===== src/rtl/j_wgt_shift_seq_if.sv =====
// rtl/j_wgt_shift_seq_if.sv - config, abort/ready and shifter handshake bundle for the weight shift sequencer
interface j_wgt_shift_seq_if #(
  parameter int ADDR_W = 18,
  parameter int FILT_W = 10,
  parameter int PASS_W = 4
);
  logic              cfg_start;
  logic [ADDR_W-1:0] cfg_base_addr;
  logic [ADDR_W-1:0] cfg_filt_len;
  logic [FILT_W-1:0] cfg_num_filt;
  logic [PASS_W-1:0] cfg_num_pass;
  logic              abort;
  logic              pe_ready;
  logic              shift_idle;
  logic              shift_start;
  logic [ADDR_W-1:0] end_addr;
  logic [ADDR_W-1:0] img_size;
  logic [FILT_W-1:0] filt_idx;
  logic              busy;
  logic              done;
  logic              aborted;
  logic              err;

  // Sequencer side
  modport master (
    input  cfg_start, cfg_base_addr, cfg_filt_len, cfg_num_filt, cfg_num_pass,
    input  abort, pe_ready, shift_idle,
    output shift_start, end_addr, img_size, filt_idx, busy, done, aborted, err
  );

  // Layer controller / shifter side
  modport slave (
    output cfg_start, cfg_base_addr, cfg_filt_len, cfg_num_filt, cfg_num_pass,
    output abort, pe_ready, shift_idle,
    input  shift_start, end_addr, img_size, filt_idx, busy, done, aborted, err
  );
endinterface


===== src/rtl/j_wgt_shift_seq.sv =====
// rtl/j_wgt_shift_seq.sv - walks a weight shifter through back-to-back filters over several passes
module j_wgt_shift_seq #(
  parameter int SRAM_DEPTH  = 262144,
  parameter int SRAM_ADDR_W = $clog2(SRAM_DEPTH),
  parameter int FILT_W      = 10,
  parameter int PASS_W      = 4,
  parameter int BUSY_TMO    = 3
) (
  input  logic                clk,
  input  logic                reset_n,
  j_wgt_shift_seq_if.master   bus
);

  localparam int TMO_W = (BUSY_TMO < 2) ? 1 : $clog2(BUSY_TMO);
  localparam logic [TMO_W-1:0]       TMO_LAST = TMO_W'(BUSY_TMO - 1);
  localparam logic [SRAM_ADDR_W-1:0] ADDR_ONE = SRAM_ADDR_W'(1);
  localparam logic [FILT_W-1:0]      FILT_ONE = FILT_W'(1);
  localparam logic [PASS_W-1:0]      PASS_ONE = PASS_W'(1);

  typedef enum logic [2:0] {
    IDLE, LAUNCH, WAIT_BUSY, WAIT_IDLE, NEXT, FIN
  } state_t;

  state_t                 state_q, state_d;
  logic [SRAM_ADDR_W-1:0] base_q, base_d;
  logic [SRAM_ADDR_W-1:0] len_q, len_d;
  logic [FILT_W-1:0]      num_filt_q, num_filt_d;
  logic [PASS_W-1:0]      num_pass_q, num_pass_d;
  logic [SRAM_ADDR_W-1:0] end_addr_q, end_addr_d;
  logic [SRAM_ADDR_W-1:0] img_size_q, img_size_d;
  logic [FILT_W-1:0]      filt_idx_q, filt_idx_d;
  logic [PASS_W-1:0]      pass_cnt_q, pass_cnt_d;
  logic [TMO_W-1:0]       tmo_q, tmo_d;
  logic                   abort_q, abort_d;
  logic                   aborted_q, aborted_d;
  logic                   busy_q, busy_d;
  logic                   shift_start_q, shift_start_d;
  logic                   done_q, done_d;
  logic                   err_q, err_d;
  logic                   cfg_ok;

  assign cfg_ok = (bus.cfg_filt_len != '0) && (bus.cfg_num_filt != '0) &&
                  (bus.cfg_num_pass != '0);

  // Next-state and next-output logic; every output is registered
  always_comb begin
    state_d       = state_q;
    base_d        = base_q;
    len_d         = len_q;
    num_filt_d    = num_filt_q;
    num_pass_d    = num_pass_q;
    end_addr_d    = end_addr_q;
    img_size_d    = img_size_q;
    filt_idx_d    = filt_idx_q;
    pass_cnt_d    = pass_cnt_q;
    tmo_d         = tmo_q;
    aborted_d     = aborted_q;
    busy_d        = busy_q;
    shift_start_d = 1'b0;
    done_d        = 1'b0;
    err_d         = 1'b0;
    // abort is sticky for the whole job so the filter in flight is allowed to finish
    abort_d       = abort_q | (busy_q & bus.abort);

    case (state_q)
      IDLE: begin
        abort_d = 1'b0;
        if (bus.cfg_start) begin
          if (!cfg_ok) begin
            err_d = 1'b1;
          end else begin
            base_d     = bus.cfg_base_addr;
            len_d      = bus.cfg_filt_len;
            num_filt_d = bus.cfg_num_filt;
            num_pass_d = bus.cfg_num_pass;
            end_addr_d = bus.cfg_base_addr + bus.cfg_filt_len - ADDR_ONE;
            img_size_d = bus.cfg_filt_len - ADDR_ONE;
            filt_idx_d = '0;
            pass_cnt_d = '0;
            busy_d     = 1'b1;
            aborted_d  = 1'b0;
            state_d    = LAUNCH;
          end
        end
      end
      LAUNCH: begin
        if (abort_d) begin
          state_d = FIN;
        end else if (bus.shift_idle && bus.pe_ready) begin
          shift_start_d = 1'b1;
          tmo_d         = '0;
          state_d       = WAIT_BUSY;
        end
      end
      WAIT_BUSY: begin
        if (!bus.shift_idle) begin
          state_d = WAIT_IDLE;
        end else if (tmo_q == TMO_LAST) begin
          err_d   = 1'b1;
          busy_d  = 1'b0;
          abort_d = 1'b0;
          state_d = IDLE;
        end else begin
          tmo_d = tmo_q + 1'b1;
        end
      end
      WAIT_IDLE: begin
        if (bus.shift_idle) begin
          state_d = NEXT;
        end
      end
      NEXT: begin
        if (abort_d) begin
          state_d = FIN;
        end else if (filt_idx_q == num_filt_q - FILT_ONE) begin
          if (pass_cnt_q == num_pass_q - PASS_ONE) begin
            state_d = FIN;
          end else begin
            pass_cnt_d = pass_cnt_q + PASS_ONE;
            filt_idx_d = '0;
            end_addr_d = base_q + len_q - ADDR_ONE;
            state_d    = LAUNCH;
          end
        end else begin
          filt_idx_d = filt_idx_q + FILT_ONE;
          end_addr_d = end_addr_q + len_q;
          state_d    = LAUNCH;
        end
      end
      FIN: begin
        done_d    = 1'b1;
        busy_d    = 1'b0;
        aborted_d = abort_q;
        abort_d   = 1'b0;
        state_d   = IDLE;
      end
      default: begin
        state_d = IDLE;
      end
    endcase
  end

  // State and datapath registers
  always_ff @(posedge clk or negedge reset_n) begin
    if (!reset_n) begin
      state_q       <= IDLE;
      base_q        <= '0;
      len_q         <= '0;
      num_filt_q    <= '0;
      num_pass_q    <= '0;
      end_addr_q    <= '0;
      img_size_q    <= '0;
      filt_idx_q    <= '0;
      pass_cnt_q    <= '0;
      tmo_q         <= '0;
      abort_q       <= 1'b0;
      aborted_q     <= 1'b0;
      busy_q        <= 1'b0;
      shift_start_q <= 1'b0;
      done_q        <= 1'b0;
      err_q         <= 1'b0;
    end else begin
      state_q       <= state_d;
      base_q        <= base_d;
      len_q         <= len_d;
      num_filt_q    <= num_filt_d;
      num_pass_q    <= num_pass_d;
      end_addr_q    <= end_addr_d;
      img_size_q    <= img_size_d;
      filt_idx_q    <= filt_idx_d;
      pass_cnt_q    <= pass_cnt_d;
      tmo_q         <= tmo_d;
      abort_q       <= abort_d;
      aborted_q     <= aborted_d;
      busy_q        <= busy_d;
      shift_start_q <= shift_start_d;
      done_q        <= done_d;
      err_q         <= err_d;
    end
  end

  assign bus.shift_start = shift_start_q;
  assign bus.end_addr    = end_addr_q;
  assign bus.img_size    = img_size_q;
  assign bus.filt_idx    = filt_idx_q;
  assign bus.busy        = busy_q;
  assign bus.done        = done_q;
  assign bus.aborted     = aborted_q;
  assign bus.err         = err_q;

endmodule


===== src/flat_wrapper.sv =====
// flat-port wrapper written by rule: the top's interface ports become plain ports
module j_wgt_shift_seq_flat 
#(
  parameter int SRAM_DEPTH  = 262144,
  parameter int SRAM_ADDR_W = $clog2(SRAM_DEPTH),
  parameter int FILT_W      = 10,
  parameter int PASS_W      = 4,
  parameter int BUSY_TMO    = 3
)
  (clk, reset_n, bus_cfg_start, bus_cfg_base_addr, bus_cfg_filt_len, bus_cfg_num_filt, bus_cfg_num_pass, bus_abort, bus_pe_ready, bus_shift_idle, bus_shift_start, bus_end_addr, bus_img_size, bus_filt_idx, bus_busy, bus_done, bus_aborted, bus_err);
  j_wgt_shift_seq_if #(.ADDR_W((18)), .FILT_W(FILT_W), .PASS_W(PASS_W)) bus_i ();
  input  logic clk;
  input  logic reset_n;
  input wire logic [$bits(bus_i.cfg_start)-1:0] bus_cfg_start;
  input wire logic [$bits(bus_i.cfg_base_addr)-1:0] bus_cfg_base_addr;
  input wire logic [$bits(bus_i.cfg_filt_len)-1:0] bus_cfg_filt_len;
  input wire logic [$bits(bus_i.cfg_num_filt)-1:0] bus_cfg_num_filt;
  input wire logic [$bits(bus_i.cfg_num_pass)-1:0] bus_cfg_num_pass;
  input wire logic [$bits(bus_i.abort)-1:0] bus_abort;
  input wire logic [$bits(bus_i.pe_ready)-1:0] bus_pe_ready;
  input wire logic [$bits(bus_i.shift_idle)-1:0] bus_shift_idle;
  output wire logic [$bits(bus_i.shift_start)-1:0] bus_shift_start;
  output wire logic [$bits(bus_i.end_addr)-1:0] bus_end_addr;
  output wire logic [$bits(bus_i.img_size)-1:0] bus_img_size;
  output wire logic [$bits(bus_i.filt_idx)-1:0] bus_filt_idx;
  output wire logic [$bits(bus_i.busy)-1:0] bus_busy;
  output wire logic [$bits(bus_i.done)-1:0] bus_done;
  output wire logic [$bits(bus_i.aborted)-1:0] bus_aborted;
  output wire logic [$bits(bus_i.err)-1:0] bus_err;
  assign bus_i.cfg_start = bus_cfg_start;
  assign bus_i.cfg_base_addr = bus_cfg_base_addr;
  assign bus_i.cfg_filt_len = bus_cfg_filt_len;
  assign bus_i.cfg_num_filt = bus_cfg_num_filt;
  assign bus_i.cfg_num_pass = bus_cfg_num_pass;
  assign bus_i.abort = bus_abort;
  assign bus_i.pe_ready = bus_pe_ready;
  assign bus_i.shift_idle = bus_shift_idle;
  assign bus_shift_start = bus_i.shift_start;
  assign bus_end_addr = bus_i.end_addr;
  assign bus_img_size = bus_i.img_size;
  assign bus_filt_idx = bus_i.filt_idx;
  assign bus_busy = bus_i.busy;
  assign bus_done = bus_i.done;
  assign bus_aborted = bus_i.aborted;
  assign bus_err = bus_i.err;
  j_wgt_shift_seq #(.SRAM_DEPTH(SRAM_DEPTH), .SRAM_ADDR_W(SRAM_ADDR_W), .FILT_W(FILT_W), .PASS_W(PASS_W), .BUSY_TMO(BUSY_TMO)) u_core (.clk(clk), .reset_n(reset_n), .bus(bus_i));
endmodule

===== config.mk =====
export PLATFORM = sky130hd
export DESIGN_NAME = j_wgt_shift_seq_flat
export DESIGN_NICKNAME = d
export VERILOG_FILES = /design/src/rtl/j_wgt_shift_seq_if.sv /design/src/rtl/j_wgt_shift_seq.sv /design/src/flat_wrapper.sv
export SDC_FILE = /design/constraint.sdc
export NUM_CORES = 1
export LEC_CHECK = 0
export BUFFER_PORTS_ARGS = -buffer_cell sky130_fd_sc_hd__buf_2
export CORE_ASPECT_RATIO = 1.75
export CORE_MARGIN = 1.5
export CORE_UTILIZATION = 35
export CTS_CLUSTER_SIZE = 25
export DETAILED_ROUTE_END_ITERATION = 16
export PLACE_DENSITY_LB_ADDON = 0.3
export SLEW_MARGIN = 20
export SYNTH_ARGS = -nofsm -noshare
export SYNTH_HDL_FRONTEND = slang
export SYNTH_SLANG_ARGS = --single-unit

===== constraint.sdc =====
create_clock -name clk -period 3.5 [get_ports clk]
set_input_delay 0 -clock clk [delete_from_list [all_inputs] [get_ports clk]]
set_output_delay 0 -clock clk [all_outputs]
set_load 0.03 [all_outputs]

# Word level (Yosys, flattened, before mapping)
# Index checks and enable logic that the tools add are counted.
classes:
  addsub: 11
  eq_ne: 22
  muxes: 54
  bitwise: 2
  n_reduce_logical: 19
ops:
  columns: ["op", "count"]
  rows:
  - ["18-bit 2-to-1 mux", 5]
  - ["18-bit adder", 3]
  - ["18-bit by 1-bit subtractor with 18-bit output, second input constant", 3]
  - ["10-bit 2-to-1 mux", 5]
  - ["18-bit one-hot mux with 2 select lines", 1]
  - ["3-bit 2-to-1 mux", 10]
  - ["4-bit 2-to-1 mux", 5]
  - ["10-bit one-hot mux with 2 select lines", 1]
  - ["5-bit AND reduction", 4]
  - ["18-bit nonzero test", 1]
  - ["1-bit 2-to-1 mux", 16]
  - ["3-bit one-hot mux with 5 select lines", 1]
  - ["2-bit != test, second input constant", 7]
  - ["10-bit by 1-bit adder with 10-bit output, second input constant", 1]
  - ["10-bit == test", 1]
  - ["10-bit nonzero test", 1]
  - ["10-bit by 1-bit subtractor with 10-bit output, second input constant", 1]
  - ["2-bit 2-to-1 mux", 4]
  - ["2-bit by 1-bit != test with 1-bit output, second input constant", 4]
  - ["4-bit one-hot mux with 2 select lines", 1]
  - ["3-bit by 2-bit == test with 1-bit output, second input constant", 2]
  - ["3-bit == test, second input constant", 2]
  - ["1-bit one-hot mux with 2 select lines", 3]
  - ["3-bit AND reduction", 2]
  - ["other kinds (20)", 24]
word_totals:
  ff_bits: 111
  in_bits: 56
  out_inout_bits: 51
  elab_cells: 124

# Logic depth before layout (Yosys ltp)
logic_depth:
  ltp_word: 6
  mapped_depth: 15
  mapped_depth_nobuf: 15

# Least setup slack after synthesis
# Ideal clock, no wire load.
synth_timing:
  path_type: "register to register"
  start: "register u_core.len_q[1]"
  end: "register u_core.end_addr_q[17] (netlist: u_core.bus.end_addr[17])"
  setup_time_ps: 122
  arrival_ps: 2812
  required_time_ps: 3378
  path_slack_ps: 566
  path_stages_with_launch: 15
  n_path_buf: 0
  period_less_slack_ps: 2934
  cell_sequence: "dfrtp_1 inv_1 ha_1 inv_1 ha_1 fa_1 a211oi_1 o21bai_1 a21o_1 a31oi_1 o31ai_1 a21oi_1 xnor2_1 a21oi_1 a32o_1"
synth_between:
  elab_chain_len: 6
  elab_cells_between_ends: 7
  classes_between: "add/sub (3); mux (4)"
synth_lines:
  columns: ["element", "line", "rtl"]
  rows:
  - ["start, declared", "j_wgt_shift_seq.sv:26", "logic [SRAM_ADDR_W-1:0] len_q, len_d;"]
  - ["start signal, assigned", "j_wgt_shift_seq.sv:165", "len_q <= len_d;"]
  - ["18-bit adder", "j_wgt_shift_seq.sv:121", "end_addr_d = base_q + len_q - ADDR_ONE;"]
  - ["18-bit by 1-bit subtractor with 18-bit output", "j_wgt_shift_seq.sv:121", null]
  - ["18-bit 2-to-1 mux", "j_wgt_shift_seq.sv:116", "if (pass_cnt_q == num_pass_q - PASS_ONE) begin"]
  - ["18-bit 2-to-1 mux (*)", "j_wgt_shift_seq.sv:115", "end else if (filt_idx_q == num_filt_q - FILT_ONE) begin"]
  - ["18-bit 2-to-1 mux (*)", "j_wgt_shift_seq.sv:113", "if (abort_d) begin"]
  - ["18-bit one-hot mux with 2 select lines (*)", "j_wgt_shift_seq.sv:65", "case (state_q)"]
  - ["end signal, assigned", "j_wgt_shift_seq.sv:168", "end_addr_q <= end_addr_d;"]
  - ["end, declared", "j_wgt_shift_seq.sv:29", "logic [SRAM_ADDR_W-1:0] end_addr_q, end_addr_d;"]
# Every way passes the cells marked *; elsewhere a longest branch is shown, timed or not. The select of a mux whose other input is x is not followed.
# A chain may end at the register's enable or synchronous reset.

# Worst setup path in the final report
# Ends and elaborated chain as after synthesis.

==> flow_summary.json <==
{
  "critPathRequiredTime_ns": 3.77,
  "yosys.area.top_type": "dfrtp_1",
  "p_total_mw": 9.82,
  "grt_max_degree": 64,
  "crit_fanout": 3,
  "critical_path_class": "flop to flop",
  "path_clk_slew_ns": 0.07,
  "avgSynthCellArea_um2": 7.99,
  "design.die.area_mm2": 0.0254,
  "cp_num_buf_inv": 3,
  "tightestPinTransition_ns": 0.914,
  "drt_iter0_drc": 285,
  "vias": 7683,
  "detail-route-antenna-nets": 0,
  "drive_above_1_share_pct": 12.7,
  "synth_top_area_share_pct": 32.4,
  "irDropWorstVdd_v": 0.000348,
  "leakage_nw": 5.15,
  "async_flop_share_pct": 100,
  "utilization_pct": 43.0,
  "grt_pass1_wl_mm": 36.9,
  "antenna_found_initial": 0,
  "path_delay_family": "compound AO/OA/AOI/OAI gates",
  "coreArea_mm2": 0.0240,
  "cts_buffers": 9,
  "syn_nets": 1219,
  "dp_hpwl_mm": 17.8,
  "yosys-top-cells-count": "inv_1 (152), nand2_1 (151), dfrtp_1 (111), o21ai_0 (102), ha_1 (89)",
  "remaining_drc_errors": 0,
  "dr.pass1.iters": 6,
  "clkSinkCount": 111,
  "io-pin-count": 107,
  "cts_tree": "done",
  "cts_max_level": 3,
  "grt.total_usage_pct": 18.4,
  "endpoint_kind": "flop",
  "ys_seq_area_share_pct": 32.4,
  "initial_core_util_pct": 35.6,
  "max_freq_ghz": 0.312,
  "dieWidth_um": 121,
  "max-clock-path-buffers": 2,
  "grt_pass1_vias": 7675,
  "cp_slowest_cell": "fa_1",
  "gp_congestion": 0.856,
  "antenna_cells": 0,
  "critPathMaxStageDelay_ns": 0.43,
  "dp_cells": 1468,
  "fp.dieH_um": 210,
  "nNetsFinal": 1371,
  "final-hold-violation-count": 0,
  "slew-limit-headroom_pct": 39.1,
  "setup_viol": 0,
  "grt-ovfl-total": 0,
  "synth-edff-count": 0,
  "yosysUniqueCellTypes": 64,
  "max-cap-violations": 0,
  "postCtsSetupBuffers": 0,
  "synth.most_common_cell": "inv_1",
  "finalSetupTns_ns": 0,
  "postCtsResizedCells": 0,
  "yosys-top-cells-area": "dfrtp_1 (32%), ha_1 (13%), inv_1 (6.7%)",
  "min_period_ns": 3.20,
  "final-max-slew-violation-count": 0,
  "ys.warnings.count": 0,
  "synth_seq_cells": 111,
  "synth_area_mm2": 0.00856,
  "crit_chain": "inv_1, ha_1, inv_1, ha_1, fa_1, a211oi_1, o21bai_1, a21o_1, a31oi_1, buf_4, o31ai_1, a21oi_1, xnor2_1, a21oi_1, a32o_1",
  "finalCritPeriodShare_pct": 91.4,
  "cp.arrival_ns": 3.47,
  "final_cell_area_mm2": 0.0103,
  "num_rows": 75,
  "cts_root_buf": "clkbuf_16",
  "hold_buffers": 52,
  "io_buffer_count": 106,
  "stdcell_count": 1536,
  "rsz0062_at_grt": "no",
  "status": "completed",
  "clk_latency_ns": 0.38,
  "p_per_area_mw_per_mm2": 950,
  "synthFlopType": "dfrtp_1",
  "totalWireLength_mm": 22.8,
  "vias_per_cell": 5.00,
  "cp-start-kind": "flop",
  "synth_cells": 1071,
  "wire_per_inst_um": 14.8,
  "synthToLayoutAreaGrowth_pct": 20.7,
  "hold_class": "input pin to flop",
  "skew_ns": 0.00978,
  "dpl_cell_area_mm2": 0.00951
}
[flip-flops by register name, indices dropped and copies added (netlist names)]
register,cells
u_core.bus.img_size,18
u_core.bus.end_addr,18
u_core.base_q,18
u_core.bus.err,1
u_core.bus.shift_start,1
u_core.bus.aborted,1
u_core.len_q,18
u_core.state_q,3
u_core.num_pass_q,4
u_core.bus.done,1
u_core.tmo_q,2
u_core.abort_q,1
u_core.bus.filt_idx,10
u_core.pass_cnt_q,4
u_core.bus.busy,1
u_core.num_filt_q,10
[worst min-delay path, delay by kind of cell]
kind	cells	cell delay, ns
compound gates	1	0.15
buf+inv	2	0.20
[metal layers]
layer | GRT usage [%] | share of wire, % | up-vias
met3 | 2.42 | 2.9 | 33
li1 | - | - | 3938
met1 | 20.0 | 41 | 3594
met4 | 7.55 | 2.5 | 0
met2 | 35.2 | 54 | 118
met5 | 0 | 0 | -
[stage by stage]
step | setup slack [ns] | hold slack, ns
after floorplan | 0.566 | -0.296
after global placement | 0.331 | 0.170
after detailed placement | 0.289 | 0.186
after CTS | 0.276 | 0.000561
after global routing | 0.0913 | 0.0397
final | 0.300 | 0.00560
[final cells by class]
class,count,area (um^2)
well taps,308,385
multi-input cells,773,5060
repair buffers,176,1240
clock buffers,14,264
clock inverters,2,38.8
inverters,152,571
flip-flops and latches,111,2780
fillers,2525,13700
[power breakdown]
| group | leakage, nW | internal [mW] | total, mW | switching [mW] |
|---|---|---|---|---|
| registers | 1.40 | 1.81 | 2.33 | 0.514 |
| clock network | 0.147 | 0.598 | 1.11 | 0.514 |
| logic | 3.60 | 2.64 | 6.38 | 3.74 |
| total | 5.15 | 5.05 | 9.82 | 4.77 |
[cells in the final DEF, fill, tap and decap left out, drive strengths merged, types with 3 or more instances in the layout]
| master | count |
|---|---|
| or3 | 8 |
| a31o | 3 |
| buf | 124 |
| o21bai | 7 |
| o2111ai | 4 |
| xor2 | 26 |
| a21o | 17 |
| nor4 | 10 |
| nor3b | 5 |
| xnor2 | 52 |
| ha | 89 |
| nand2b | 9 |
| and3 | 7 |
| nor2b | 5 |
| nor2 | 67 |
| and2 | 3 |
| or2 | 6 |
| dlygate4sd3 | 52 |
| o211ai | 4 |
| a211oi | 13 |
| dfrtp | 111 |
| and4 | 4 |
| nor3 | 22 |
| fa | 3 |
| inv | 152 |
| a21oi | 63 |
| o21ai | 110 |
| mux2i | 3 |
| and3b | 3 |
| a311oi | 3 |
| a31oi | 11 |
| nand2 | 152 |
| nand4 | 8 |
| o22ai | 4 |
| clkbuf | 14 |
| nand3 | 21 |
| o31ai | 8 |
[cell families after synthesis]
group | share of synthesized area (%)
flip-flops | 32.4
AO/OA/AOI/OAI | 18.7
XOR/XNOR | 7.98
multiplexers | 0.351
AND/OR/NAND/NOR | 18.2
adder cells (fa/ha/maj) | 13.7
buffers and inverters | 8.59
[final timing paths]
kind	start	endpoint	slack [ns]	cells past startpoint
max	u_core.len_q[1]	u_core.bus.end_addr[17]	0.30	15
min	bus_cfg_filt_len[13]	u_core.len_q[13]	0.006	3
max reg2reg	u_core.len_q[1]	u_core.bus.end_addr[17]	0.30	15
min reg2reg	u_core.bus.img_size[5]	u_core.bus.img_size[5]	0.48	1
max in group asynchronous	reset_n	u_core.num_filt_q[0]	2.38	3
min in group asynchronous	reset_n	u_core.bus.img_size[3]	0.30	2
(Power assumes the default switching activity.)
